`src/rtl/uart_pkg.sv`:
```
// ---------------------------------------------------------------------------
// uart_pkg
// Shared definitions for the UART receive path and the blocks around it:
//   - uart_rx_state_t      : receiver FSM state encoding
//   - DEFAULT_CLKS_PER_BIT : bit period in clocks (100 MHz / 115200 baud)
//   - CMD_RECV_DATA/CMD_SEND_DATA : command bytes understood by the command
//     state machine and the transmitter
// ---------------------------------------------------------------------------
package uart_pkg;

  typedef enum logic [2:0] {
    IDLE,
    START,
    DATA,
    STOP,
    BREAK
  } uart_rx_state_t;

  localparam int DEFAULT_CLKS_PER_BIT = 868;

  localparam logic [7:0] CMD_RECV_DATA = 8'd69;
  localparam logic [7:0] CMD_SEND_DATA = 8'd42;

endpackage

```
`src/rtl/sync_2ff.sv`:
```
// ---------------------------------------------------------------------------
// sync_2ff
// Two-flop synchroniser for a single asynchronous input. Both flops load
// RESET_VAL on reset so an idle-high line does not look like an edge.
// Ports:
//   clk   - destination clock
//   reset - asynchronous, active-high
//   i_d   - asynchronous input
//   o_q   - synchronised output (2 cycles of latency)
// ---------------------------------------------------------------------------
module sync_2ff #(
  parameter logic RESET_VAL = 1'b0
) (
  input  logic clk,
  input  logic reset,
  input  logic i_d,
  output logic o_q
);

  logic r_meta;
  logic r_sync;

  always_ff @(posedge clk or posedge reset) begin
    if (reset) begin
      r_meta <= RESET_VAL;
      r_sync <= RESET_VAL;
    end else begin
      r_meta <= i_d;
      r_sync <= r_meta;
    end
  end

  assign o_q = r_sync;

endmodule

```
`src/rtl/uart_receiver.sv`:
```
// ---------------------------------------------------------------------------
// uart_receiver
// 8N1 serial receiver feeding the command state machine. Start bits are
// validated at mid-bit, data bits are sampled LSB first at mid-bit, and only
// frames with a high stop bit produce a byte.
// Ports:
//   clk       - system clock
//   reset     - asynchronous, active-high
//   rxd       - raw serial line (asynchronous, idle high)
//   recv      - one-cycle strobe, a new byte is on uart_rx
//   uart_rx   - last correctly framed byte, held until the next one
//   frame_err - one-cycle strobe, stop bit was sampled low
//   busy      - receiver is anywhere but IDLE
// ---------------------------------------------------------------------------
module uart_receiver
  import uart_pkg::*;
#(
  parameter int CLKS_PER_BIT = DEFAULT_CLKS_PER_BIT
) (
  input  logic       clk,
  input  logic       reset,
  input  logic       rxd,
  output logic       recv,
  output logic [7:0] uart_rx,
  output logic       frame_err,
  output logic       busy
);

  localparam int HALF  = CLKS_PER_BIT / 2;
  localparam int CNT_W = $clog2(CLKS_PER_BIT);

  localparam logic [CNT_W-1:0] CNT_HALF_LAST = CNT_W'(HALF - 1);
  localparam logic [CNT_W-1:0] CNT_BIT_LAST  = CNT_W'(CLKS_PER_BIT - 1);

  logic w_rxS;

  uart_rx_state_t   r_state;
  logic [CNT_W-1:0] r_cnt;
  logic [2:0]       r_idx;
  logic [7:0]       r_shift;
  logic [7:0]       r_uartRx;
  logic             r_recv;
  logic             r_frameErr;

  uart_rx_state_t   w_stateNext;
  logic [CNT_W-1:0] w_cntNext;
  logic [2:0]       w_idxNext;
  logic [7:0]       w_shiftNext;
  logic [7:0]       w_uartRxNext;
  logic             w_recvNext;
  logic             w_frameErrNext;

  // Idle-high line: synchroniser resets to 1 so reset release is not a start.
  sync_2ff #(
    .RESET_VAL (1'b1)
  ) u_rxSync (
    .clk   (clk),
    .reset (reset),
    .i_d   (rxd),
    .o_q   (w_rxS)
  );

  always_ff @(posedge clk or posedge reset) begin
    if (reset) begin
      r_state    <= IDLE;
      r_cnt      <= '0;
      r_idx      <= '0;
      r_shift    <= '0;
      r_uartRx   <= '0;
      r_recv     <= 1'b0;
      r_frameErr <= 1'b0;
    end else begin
      r_state    <= w_stateNext;
      r_cnt      <= w_cntNext;
      r_idx      <= w_idxNext;
      r_shift    <= w_shiftNext;
      r_uartRx   <= w_uartRxNext;
      r_recv     <= w_recvNext;
      r_frameErr <= w_frameErrNext;
    end
  end

  // The half-bit wait in START puts every later sample (one full bit period
  // apart) near the middle of its bit. Leaving STOP at the stop-bit sample
  // gives half a bit of slack before the next start edge can arrive.
  always_comb begin
    w_stateNext    = r_state;
    w_cntNext      = r_cnt;
    w_idxNext      = r_idx;
    w_shiftNext    = r_shift;
    w_uartRxNext   = r_uartRx;
    w_recvNext     = 1'b0;
    w_frameErrNext = 1'b0;

    case (r_state)
      IDLE: begin
        if (!w_rxS) begin
          w_stateNext = START;
          w_cntNext   = '0;
        end
      end

      START: begin
        if (r_cnt == CNT_HALF_LAST) begin
          w_cntNext = '0;
          if (!w_rxS) begin
            w_stateNext = DATA;
            w_idxNext   = '0;
          end else begin
            w_stateNext = IDLE;
          end
        end else begin
          w_cntNext = r_cnt + 1'b1;
        end
      end

      DATA: begin
        if (r_cnt == CNT_BIT_LAST) begin
          w_cntNext          = '0;
          w_shiftNext[r_idx] = w_rxS;
          if (r_idx == 3'd7) begin
            w_stateNext = STOP;
          end else begin
            w_idxNext = r_idx + 3'd1;
          end
        end else begin
          w_cntNext = r_cnt + 1'b1;
        end
      end

      STOP: begin
        if (r_cnt == CNT_BIT_LAST) begin
          w_cntNext = '0;
          if (w_rxS) begin
            w_uartRxNext = r_shift;
            w_recvNext   = 1'b1;
            w_stateNext  = IDLE;
          end else begin
            w_frameErrNext = 1'b1;
            w_stateNext    = BREAK;
          end
        end else begin
          w_cntNext = r_cnt + 1'b1;
        end
      end

      // A low stop bit may be a line break; wait for the line to recover
      // before hunting for a start bit again.
      BREAK: begin
        if (w_rxS) begin
          w_stateNext = IDLE;
        end
      end

      default: begin
        w_stateNext = IDLE;
      end
    endcase
  end

  assign recv      = r_recv;
  assign uart_rx   = r_uartRx;
  assign frame_err = r_frameErr;
  assign busy      = (r_state != IDLE);

`ifndef SYNTHESIS
  string stateName;
  always_comb begin
    stateName = r_state.name();
  end
`endif

endmodule

```
`config.mk`:
```
export PLATFORM = sky130hd
export DESIGN_NAME = uart_receiver
export DESIGN_NICKNAME = d
export VERILOG_FILES = /design/src/rtl/uart_pkg.sv /design/src/rtl/sync_2ff.sv /design/src/rtl/uart_receiver.sv
export SDC_FILE = /design/constraint.sdc
export NUM_CORES = 1
export LEC_CHECK = 0
export CORE_MARGIN = 5
export CORE_UTILIZATION = 30
export DETAILED_ROUTE_END_ITERATION = 10
export PLACE_DENSITY = 0.48
export SLEW_MARGIN = 40
export SYNTH_ARGS = -nofsm -noshare
export SYNTH_HDL_FRONTEND = slang
export SYNTH_SLANG_ARGS = --single-unit
```
`constraint.sdc`:
```
create_clock -name clk -period 2.5 [get_ports clk]
set_input_delay 0.625 -clock clk [delete_from_list [all_inputs] [get_ports clk]]
set_output_delay 0.625 -clock clk [all_outputs]
set_load 0.01 [all_outputs]
```
==> run_results.csv <==
group,metric,value,unit
critical_path,worstSetupStartpointType,"flop",
grt,grt_pass1_vias,1261,
cts,cts_tree,"done",
power,p_total,1120,uW
cts,cts_setup_buffers,0,
grt,grt_max_degree,37,
synth,avgSynthCellArea,10.98,um^2
timing,fin_ws,153.9,ps
critical_path,cp_data_arrival_time,1720,ps
hold_path,min_to,"u_rxSync.o_q",
cts,ctsResizeCount,0,
route,drt-wirelength-per-cell,14.78,um
critical_path,r2r_start,"r_idx[0]",
placed_design,place_area,2165,um^2
synth,seq_area_frac_synth,45.47,%
timing,period_share,93.84,%
floorplan,die_area,8350,um^2
timing,tightestPinTransition,537.8,ps
timing,fin_tns_setup,0,ps
route,finalWirelength,3976,um
grt,grt_pass1_wl,6534,um
route,drc,0,
cts,htree_levels,2,
timing,setup_violations,0,
timing,finClkSkew,4.505,ps
cts,insertion_delay,290,ps
layout,fillers,649,
route,antenna_left,0,
status,status,"finished, final reports clean",
timing,slew_headroom,64.07,%
layout,antennaDiodeCount,0,
hold_path,min_path_type,"reg2reg",
synth,syn-num-nets,188,
layout,drive_gt1_share,21.35,%
floorplan,design.core.area,6386,um^2
placed_design,post-place-ws,348.9,ps
route,vias,1352,
timing,rsz0062_at_grt,"no",
timing,hold_viol,0,
cts,clk_pin_slew,70,ps
floorplan,die_height,91.38,um
run,max_cap_violations,0,
grt,grt_use_total,9.841,%
power,p_leak,0.0009894,uW
cts,cts_sinks,36,
layout,fin_nets,198,
critical_path,required,1880,ps
floorplan,row_count,29,
hold_path,min_path_cells,0,
placed_design,gp_congestion,0.8145,
floorplan,die_w,91.38,um
power,powerDensity,492.8,nW/um^2
synth,synthesis.instances,181,
cts,clockBufferDepth,2,
synth,yosys_warnings,0,
timing,fmax,426.2,MHz
critical_path,end_kind,"primary output",
timing,finalCriticalPeriod,2346,ps
synth,synth-seq-cells,36,
grt,overflow,0,
critical_path,crit_fanout,14,
floorplan,ios,14,
power,ir_worst_vdd,249.4,uV
synth,synth.cell_area,1987,um^2
cts,root_buffer,"clkbuf_8",
cts,cts_made_buffers,5,
critical_path,reg2reg_to,"r_idx[0]",
layout,syn2layout_area_growth,14.36,%
hold_path,hp-start,"u_rxSync.r_meta",
cts,hold_buffers,0,
layout,fin_area,2272,um^2
placed_design,hpwl,2659,um
placed_design,io_buffer_count,13,
route,first_pass_iters,4,
timing,drv_slew,0,
layout,final_cell_mix,"dfrtp_1, nand2_1, clkdlybuf4s50_1",
floorplan,floorplan.initialDensity,31.11,%
critical_path,r2r_setup_slack,300,ps
critical_path,rr_worst_depth,6,
route,via_per_inst,5.026,
layout,final_common_cell,"dfrtp_1",
route,drtIter0Drc,55,
synth,yosysUniqueCellTypes,51,
layout,post-route-util,35.58,%
critical_path,critPathKind,"reg2out",
grt,antenna_found_initial,0,
[metal layers]
layer	track usage, %	vias to the layer above	part of all wire [%]
li1	-	682	-
met1	13.67	633	51
met2	13.90	31	42
met3	3.058	6	5.1
met4	4.401	0	1.9
met5	0	-	0
[cells in the mapped netlist, drive strengths merged]
master | instances | area [um^2]
a211oi | 2 | 15.01
a21oi | 3 | 15.01
a22oi | 3 | 22.52
a31o | 1 | 8.760
a31oi | 3 | 48.80
and2 | 3 | 18.77
and3 | 2 | 13.77
and4 | 3 | 26.28
and4bb | 2 | 28.78
buf | 6 | 36.28
clkbuf | 5 | 20.01
dfrtp | 34 | 850.8
dfstp | 2 | 52.55
ha | 4 | 50.05
inv | 12 | 45.04
mux2 | 18 | 232.7
mux2i | 1 | 10.01
nand2 | 13 | 48.80
nand2b | 1 | 6.260
nand3 | 6 | 42.54
nand4 | 3 | 25.02
nor2 | 11 | 43.80
nor2b | 3 | 18.77
nor3 | 3 | 15.01
nor3b | 5 | 53.80
nor4 | 6 | 37.54
nor4b | 3 | 45.04
o2111ai | 1 | 8.760
o211ai | 5 | 37.54
o21ai | 6 | 30.02
o21bai | 1 | 7.510
o221ai | 1 | 8.760
o22ai | 3 | 18.77
o32ai | 1 | 8.760
or2 | 1 | 6.260
or3 | 2 | 12.51
or3b | 1 | 8.760
or4 | 1 | 7.510
[worst max-delay path: stages, from the launching register on]
cell and delay (ps):
dfrtp_1 550, or3_1 390, clkdlybuf4s50_1 490
[worst max path at each step]
stage,cells after the start,start,endpoint,slack [ps]
after detailed placement,6,r_idx[0],r_idx[0],350
after CTS,2,r_state[2],busy,150
after global routing,2,r_state[2],busy,90
after global placement,6,r_idx[0],r_idx[2],380
after floorplan,6,r_idx[1],r_idx[0],590
final,2,r_state[2],busy,150
[sequential cells by signal, indices dropped and copies added (netlist names)]
signal / flops
frame_err: 1
r_cnt: 10
r_idx: 3
r_shift: 8
r_state: 3
recv: 1
u_rxSync.o_q: 1
u_rxSync.r_meta: 1
uart_rx: 8
[final cells by class]
cell class	instances	area [um^2]	area share, %
Multi-Input combinational cell	122	982.2	43.23
Sequential cell	36	903.4	39.76
Timing Repair Buffer	14	137.6	6.057
Tap cell	77	96.34	4.240
Clock buffer	6	72.57	3.194
Inverter	12	45.04	1.982
Clock inverter	2	35.03	1.542
[cell families (layout without fill, tap and decap cells)]
family	Yosys count	count (layout)	synth area share, %
flip-flops	36	36	45.47
AO/OA/AOI/OAI	30	30	11.59
multiplexers	19	19	12.22
adder cells (fa/ha/maj)	4	4	2.519
buffers and inverters	23	34	5.100
AND/OR/NAND/NOR	69	69	23.11
[power by group]
part,internal (uW),switching [uW],total [uW],leakage [uW]
sequential,585,4.31,589,0.000481
clock,296,216,512,0.0000552
combinational,5.40,13.2,18.6,0.000453
total,886,233,1120,0.000989
[per-stage QoR]
step	instances	hold slack, ps
2_1_floorplan	181	345.2
3_3_place_gp	261	345.9
3_5_place_dp	261	346.8
4_1_cts	269	357.6
5_1_grt	269	367.5
6_report	269	357.5
(Power assumes the default switching activity.)
